[config.mk]
export PLATFORM = sky130hd
export DESIGN_NAME = ob_ingress
export DESIGN_NICKNAME = d
export VERILOG_FILES = /design/src/rtl/ob_ingress.sv
export SDC_FILE = /design/constraint.sdc
export NUM_CORES = 1
export LEC_CHECK = 0
export CAP_MARGIN = 5
export CORE_MARGIN = 5
export CORE_UTILIZATION = 44
export DETAILED_ROUTE_END_ITERATION = 12
export GPL_TIMING_DRIVEN = 0
export HOLD_SLACK_MARGIN = 0.05
export MAX_ROUTING_LAYER = met4
export SYNTH_ARGS = -nofsm -noshare
export SYNTH_HDL_FRONTEND = slang
export SYNTH_SLANG_ARGS = --single-unit
[constraint.sdc]
create_clock -name clk -period 14.6 [get_ports clk]
set_input_delay 2.92 -clock clk [delete_from_list [all_inputs] [get_ports clk]]
set_output_delay 2.92 -clock clk [all_outputs]
set_load 0.1 [all_outputs]
[src/rtl/ob_ingress.sv]
// ob_ingress: command validation, sequence stamping and FIFO ahead of ob_cntrl.
// Optional same-cycle bypass when empty: define OB_INGRESS_BYPASS_EN.
module ob_ingress #(
  parameter int N     = 8,
  parameter int SEQ_W = 16
) (
  input  logic                     clk,
  input  logic                     rst,
  input  logic                     in_vld,
  output logic                     in_rdy,
  input  logic [3:0]               in_opcode,
  input  logic [31:0]              in_uid,
  input  logic [15:0]              in_qty,
  input  logic [15:0]              in_price,
  output logic                     out_vld,
  input  logic                     out_rdy,
  output logic [3:0]               out_opcode,
  output logic [31:0]              out_uid,
  output logic [15:0]              out_qty,
  output logic [15:0]              out_price,
  output logic [SEQ_W-1:0]         out_seq,
  output logic                     rej_vld,
  output logic [31:0]              rej_uid,
  output logic [1:0]               rej_code,
  output logic [$clog2(N+1)-1:0]   occupancy
);

  localparam int AW = $clog2(N);
  localparam int CW = $clog2(N+1);

  typedef struct packed {
    logic [3:0]       op;
    logic [31:0]      uid;
    logic [15:0]      qty;
    logic [15:0]      price;
    logic [SEQ_W-1:0] seq;
  } ent_t;

  ent_t             r_mem [N];
  ent_t             r_last;
  ent_t             w_in;
  ent_t             w_head;
  logic [AW-1:0]    r_wr;
  logic [AW-1:0]    r_rd;
  logic [CW-1:0]    r_cnt;
  logic [SEQ_W-1:0] r_seq;
  logic             r_rej_vld;
  logic [31:0]      r_rej_uid;
  logic [1:0]       r_rej_code;

  logic w_acc;
  logic w_badop;
  logic w_zq;
  logic w_nop;
  logic w_enq;
  logic w_rej;
  logic w_empty;
  logic w_byp;
  logic w_push;
  logic w_pop;

  assign in_rdy  = (r_cnt != CW'(N));
  assign w_acc   = in_vld & in_rdy;
  assign w_badop = (in_opcode > 4'd5);
  assign w_zq    = ((in_opcode == 4'd1) || (in_opcode == 4'd2))
                   && (in_qty == 16'd0);
  assign w_nop   = (in_opcode == 4'd0);
  assign w_enq   = w_acc & ~w_badop & ~w_zq & ~w_nop;
  assign w_rej   = w_acc & (w_badop | w_zq);
  assign w_empty = (r_cnt == '0);

  assign w_in = '{op: in_opcode, uid: in_uid, qty: in_qty,
                  price: in_price, seq: r_seq};

`ifdef OB_INGRESS_BYPASS_EN
  assign w_byp = w_empty & w_enq & out_rdy;
`else
  assign w_byp = 1'b0;
`endif

  // Bypassed commands are consumed in flight and never touch storage.
  assign w_push = w_enq & ~w_byp;
  assign w_pop  = ~w_empty & out_rdy;

  always_comb begin
    w_head = r_last;
    if (w_byp)         w_head = w_in;
    else if (!w_empty) w_head = r_mem[r_rd];
  end

  assign out_vld    = ~w_empty | w_byp;
  assign out_opcode = w_head.op;
  assign out_uid    = w_head.uid;
  assign out_qty    = w_head.qty;
  assign out_price  = w_head.price;
  assign out_seq    = w_head.seq;
  assign occupancy  = r_cnt;
  assign rej_vld    = r_rej_vld;
  assign rej_uid    = r_rej_uid;
  assign rej_code   = r_rej_code;

  always_ff @(posedge clk) begin
    if (w_push) r_mem[r_wr] <= w_in;
  end

  always_ff @(posedge clk or negedge rst) begin
    if (!rst) begin
      r_wr       <= '0;
      r_rd       <= '0;
      r_cnt      <= '0;
      r_seq      <= '0;
      r_last     <= '0;
      r_rej_vld  <= 1'b0;
      r_rej_uid  <= '0;
      r_rej_code <= '0;
    end else begin
      if (w_push) r_wr <= r_wr + AW'(1);
      if (w_pop) begin
        r_rd   <= r_rd + AW'(1);
        r_last <= w_head;
      end
      if (w_enq) r_seq <= r_seq + SEQ_W'(1);
      unique case ({w_push, w_pop})
        2'b10:   r_cnt <= r_cnt + CW'(1);
        2'b01:   r_cnt <= r_cnt - CW'(1);
        default: r_cnt <= r_cnt;
      endcase
      r_rej_vld <= w_rej;
      if (w_rej) begin
        r_rej_uid  <= in_uid;
        r_rej_code <= w_badop ? 2'd1 : 2'd2;
      end
    end
  end

`ifndef SYNTHESIS
  always @(posedge clk) begin
    if (rst) begin
      assert (!(w_pop && w_empty));
      assert (!(w_push && r_cnt == CW'(N)));
      assert (r_cnt <= CW'(N));
    end
  end
`endif

endmodule

### Word level (Yosys, flattened, before mapping)

Memories as Yosys holds them, arrays and structs flattened.
Index checks and enable logic that the tools add are counted.

| cells by class | value |
|---|---|
| add/sub/neg operators | 5 |
| order comparisons | 1 |
| equality and inequality tests | 5 |
| muxes and demuxes | 5 |
| bitwise logic cells | 11 |
| reductions and logical operators | 6 |

Operator list:

| kind | number |
|---|---|
| 84-bit two-way mux | 1 |
| 16-bit by 1-bit adder with 16-bit output, second input constant | 1 |
| 16-bit logical NOT | 1 |
| 4-bit logical NOT | 2 |
| 4-bit one-hot mux with 2 select lines | 1 |
| 3-bit by 1-bit adder with 3-bit output, second input constant | 2 |
| 1-bit bitwise AND | 6 |
| 4-bit by 1-bit adder with 4-bit output, second input constant | 1 |
| 4-bit by 1-bit == test with 1-bit output, second input constant | 1 |
| 4-bit by 2-bit == test with 1-bit output, second input constant | 1 |
| 4-bit by 3-bit greater-than comparator with 1-bit output, second input constant | 1 |
| 4-bit inequality test, second input constant | 1 |
| 1-bit inverter | 4 |
| 4-bit by 1-bit subtractor with 4-bit output, second input constant | 1 |
| 2-bit by 1-bit == test with 1-bit output, second input constant | 1 |
| 2-bit == test, second input constant | 1 |
| 1-bit two-way mux | 2 |
| 2-bit two-way mux | 1 |
| 2-bit nonzero test | 1 |
| 1-bit logical AND | 1 |
| 1-bit logical OR | 1 |
| 1-bit bitwise OR | 1 |

| storage, ports and cells | value |
|---|---|
| register bits after elaboration | 145 |
| memory bits (writable) | 672 |
| input port bits | 72 |
| output and inout bits | 125 |
| logic and storage cells | 46 |
| memories | 1 |

Memories:

| memory | depth | width | read ports | clocked after Yosys merged registers in | write ports | RTL line | text |
|---|---|---|---|---|---|---|---|
| r_mem | 8 | 84 | 1 | 0 | 1 | 39 | `ent_t r_mem [N];` |

### Logic depth before layout (Yosys ltp)

| logic depth | value |
|---|---|
| depth after elaboration | 8 |
| gate-level depth with buffers | 13 |

### Least setup slack after synthesis

No wires, ideal clock.

| path | value |
|---|---|
| path type | input -> register |
| start point | input in_opcode[1] |
| end point | memory r_mem[1][0] in the netlist's numbering, enable pin |
| arrival | 12368 ps |
| data required time | 13837 ps |
| slack | 1469 ps |
| cell stages on the path | 6 |
| buffers on the path | 2 |
| cell sequence | a21oi_1 and3_1 buf_2 nand3_2 buf_6 nor4b_1 |

| between the ends | value |
|---|---|
| cells in the longest elaborated chain, start to end | 8 |
| elaborated cells on any way between the ends | 14 |

Ends and longest elaborated chain:

| item | RTL line | text |
|---|---|---|
| from (decl) | 11 | `input logic [3:0] in_opcode,` |
| parallel branches: the longest is 5 deep, another holds 4-bit by 3-bit greater-than comparator with 1-bit output | - |  |
| 1-bit bitwise AND (*) | 68 | `assign w_enq = w_acc & ~w_badop & ~w_zq & ~w_nop;` |
| 1-bit two-way mux (*) | 103 | `if (w_push) r_mem[r_wr] <= w_in;` |
| 1-bit two-way mux (not written as such) (*) | 103 |  |
| to (decl) | 39 |  |

Mark *: on every way between the ends.

### Final worst setup path

| path | value |
|---|---|
| start point | register r_rd[1] |
| end point | output out_seq[10] |

| between the ends | value |
|---|---|
| cells in the longest elaborated chain, start to end | 2 |

Ends and longest elaborated chain:

| item | RTL line | text |
|---|---|---|
| from (decl) | 44 | `logic [AW-1:0] r_rd;` |
| from (signal assigned) | 119 | `r_rd <= r_rd + AW'(1);` |
| memory 8 x 84 bit | - |  |
| 84-bit two-way mux | 88 | `else if (!w_empty) w_head = r_mem[r_rd];` |
| to (decl) | 21 | `output logic [SEQ_W-1:0] out_seq,` |

Every way passes these cells.

==> flow_summary_export.csv <==
group,metric,value,unit
critical_path,crit_path_max_incr_delay,1210,ps
floorplan,die_area,77400,um2
synthesis,synth_area_leaders,"edfxtp_1, mux4_2, dfrtp_1",
clock_network,clkTransAtPathRegs,60,ps
timing,final-max-slew-violation-count,0,
critical_path,endpoint_kind,"primary output",
synthesis,syn_area_per_cell,19.2,um2
layout,multi_input_area,7410,um2
timing,min_period,7860,ps
layout,drive_above_1_share,23.4,%
clock_network,cts_tree,"yes",
synthesis,syn-cell-area,31700,um2
critical_path,start_kind,"flop",
timing,fin_ws,6740,ps
timing,finalHoldViolations,0,
placement,port-buffer-count,196,
global_route,grt_pass1_wl,114000,um
clock_network,cts-htree-levels,3,
clock_network,insertion_delay,620,ps
timing,fin_skew,11.7,ps
synthesis,synth_top_area_share,63.7,%
clock_network,cts_buffer_depth,3,
synthesis,syn_inst,1653,
synthesis,synth-edff-count,672,
floorplan,die_h,278,um
critical_path,worst_ep_arrival_time,4940,ps
global_route,overflow,0,
placement,dp_hpwl,51700,um
timing,finalCritPeriodShare,53.8,%
floorplan,core,71500,um2
synthesis,yosys.area.top_type,"edfxtp_1",
synthesis,synthFlopType,"edfxtp_1",
layout,layout.cells.non_filler,3079,
placement,pre_cts_ws,7410,ps
min_path,min_path_type,"flop to flop",
synthesis,ys_types,40,
clock_network,numCtsBuffers,86,
floorplan,std_cell_rows,98,
timing,worst_pin_slew,1240,ps
drt,dr.pass1.iters,5,
critical_path,worst-setup-path-type,"flop to primary output",
placement,dp_cells,2916,
critical_path,worst_ep_required_time,11680,ps
synthesis,ys_warn_count,0,
layout,syn2layout_area_growth,22.5,%
global_route,track_usage,20.1,%
synthesis,ys_seq_area_share,75.2,%
outcome,status,"complete, no violations",
drt,routed_wl,76000,um
drt,vias_per_cell,5.44,
critical_path,path_cells,"clkbuf_1 -> clkbuf_1 -> buf_1 -> mux4_2 -> mux2i_1 -> a21oi_1 -> clkdlybuf4s50_1",
floorplan,die_w,278,um
floorplan,ios,197,
critical_path,cp_max_fo,10,
clock_network,cts_hold_buf,0,
global_route,antenna_found_initial,2,
floorplan,start_util,44.3,%
drt,post_drt_wl_per_cell,24.7,um
timing,relSlewSlack,17.6,%
clock_network,postCtsResizedCells,0,
layout,area.sequential,23800,um2
run,drv_cap,0,
layout,fillCellCount,5498,
critical_path,worst_path_max_delay_cell,"clkdlybuf4s50_1",
timing,final-setup-viol-count,0,
synthesis,synth-async-reset-ratio,17.7,%
drt,post-route-drc-count,0,
critical_path,crit_top_cell,"clkbuf_1",
clock_network,cts_setup_buffers,0,
synthesis,synth_seq_cells,817,
timing,fmax,127,MHz
global_route,grt_pass1_vias,17398,
synthesis,syn_nets,1731,
placement,place_congestion,0.733,
drt,drtAntennaViolNets,0,
clock_network,clock-sinks,817,
drt,dr.first_iter.drc_count,1280,
timing,rsz0062_at_grt,"no",
drt,vias,16761,
layout,layout.nets,2132,
clock_network,cts-root-buf,"clkbuf_16",
global_route,grt_max_degree,98,
==> final cells by class <==
class,instances,share of cell area [%]
tap,950,3.06
buffer,97,1.23
timing repair buffer,313,7.95
inverter,3,0.0290
antenna,2,0.0129
multi-input combinational,736,19.1
sequential,817,61.4
clock buffer,129,6.28
clock inverter,32,0.952
==> cells in the final DEF, fill, tap and decap left out, types with 14 or more instances in the layout <==
master,synthesis,final
mux2_4,29,29
a21oi_1,87,87
clkinv_2,0,14
mux4_2,168,168
nand2_1,99,99
xor2_1,15,15
nor2_1,88,88
clkdlybuf4s50_1,0,195
clkbuf_16,0,88
dfrtp_1,145,145
clkbuf_1,50,83
buf_2,29,29
mux2i_1,84,84
buf_4,1,69
buf_6,3,41
edfxtp_1,672,672
o21ai_0,87,87
==> metrics by stage <==
stage / TNS, ps / util (%) / hold slack, ps / area, um2
floorplan: 0 / - / 450 / 31700
global placement: -4387780 / 48.7 / 462 / 34800
CTS: 0 / 54.3 / 484 / 38800
detailed placement: 0 / 50.3 / 471 / 36000
finish: 0 / 54.3 / 477 / 38800
global route: 0 / 54.3 / 503 / 38800
==> registers in the layout (all words and copies together) (netlist names) <==
signal and count:
r_rd 3, r_mem 672, rej_code 2, r_wr 3
rej_vld 1, rej_uid 32, r_seq 16, r_last 84
occupancy 4
==> critical path: cells and delay by family, from the launching register on <==
| kind | cells | cell delay (ps) |
|---|---|---|
| mux | 2 | 460 |
| buf+inv | 4 | 3120 |
| flops | 1 | 350 |
| compound gates | 1 | 390 |
==> cells in the mapped netlist, types with 4 or more instances <==
master / instances
a21oi_1: 87
buf_1: 10
buf_2: 29
clkbuf_1: 50
dfrtp_1: 145
edfxtp_1: 672
ha_1: 6
mux2_2: 7
mux2_4: 29
mux2i_1: 84
mux4_2: 168
nand2_1: 99
nand3_1: 6
nand4_1: 8
nor2_1: 88
nor3_1: 13
nor4_1: 8
nor4b_1: 4
o21ai_0: 87
xnor2_1: 10
xor2_1: 15
==> routing by layer <==
layer / track usage, % / routed length, um / vias up
li1: - / - / 7345
met1: 27.0 / 32700 / 8810
met2: 32.0 / 37200 / 498
met3: 4.29 / 4440 / 108
met4: 4.65 / 1640 / 0
met5: - / 0 / -
==> kinds of logic after synthesis <==
logic type | synth area share, %
and+or+nand+nor | 3.28
muxes | 16.2
DFF | 75.2
AOI/OAI and AO/OA | 2.82
adders and majority gates | 0.237
xor gates and xnor gates | 0.692
buffers and inverters | 1.54
==> path summary, 6_finish.rpt <==
| path | from | endpoint | slack [ps] | cells past startpoint |
|---|---|---|---|---|
| worst max-delay path | r_rd[1] | out_seq[10] | 6740 | 7 |
| worst min-delay path | r_last[32] | r_last[32] | 480 | 2 |
| worst max register to register | occupancy[1] | occupancy[2] | 10980 | 13 |
| worst min register to register | r_last[32] | r_last[32] | 480 | 2 |
| max in group asynchronous | rst | r_last[31] | 11420 | 2 |
| min in group asynchronous | rst | rej_uid[13] | 2200 | 1 |
Power is not shown: default switching activity piles up to over one toggle a cycle in this logic, so the estimate is an artifact.
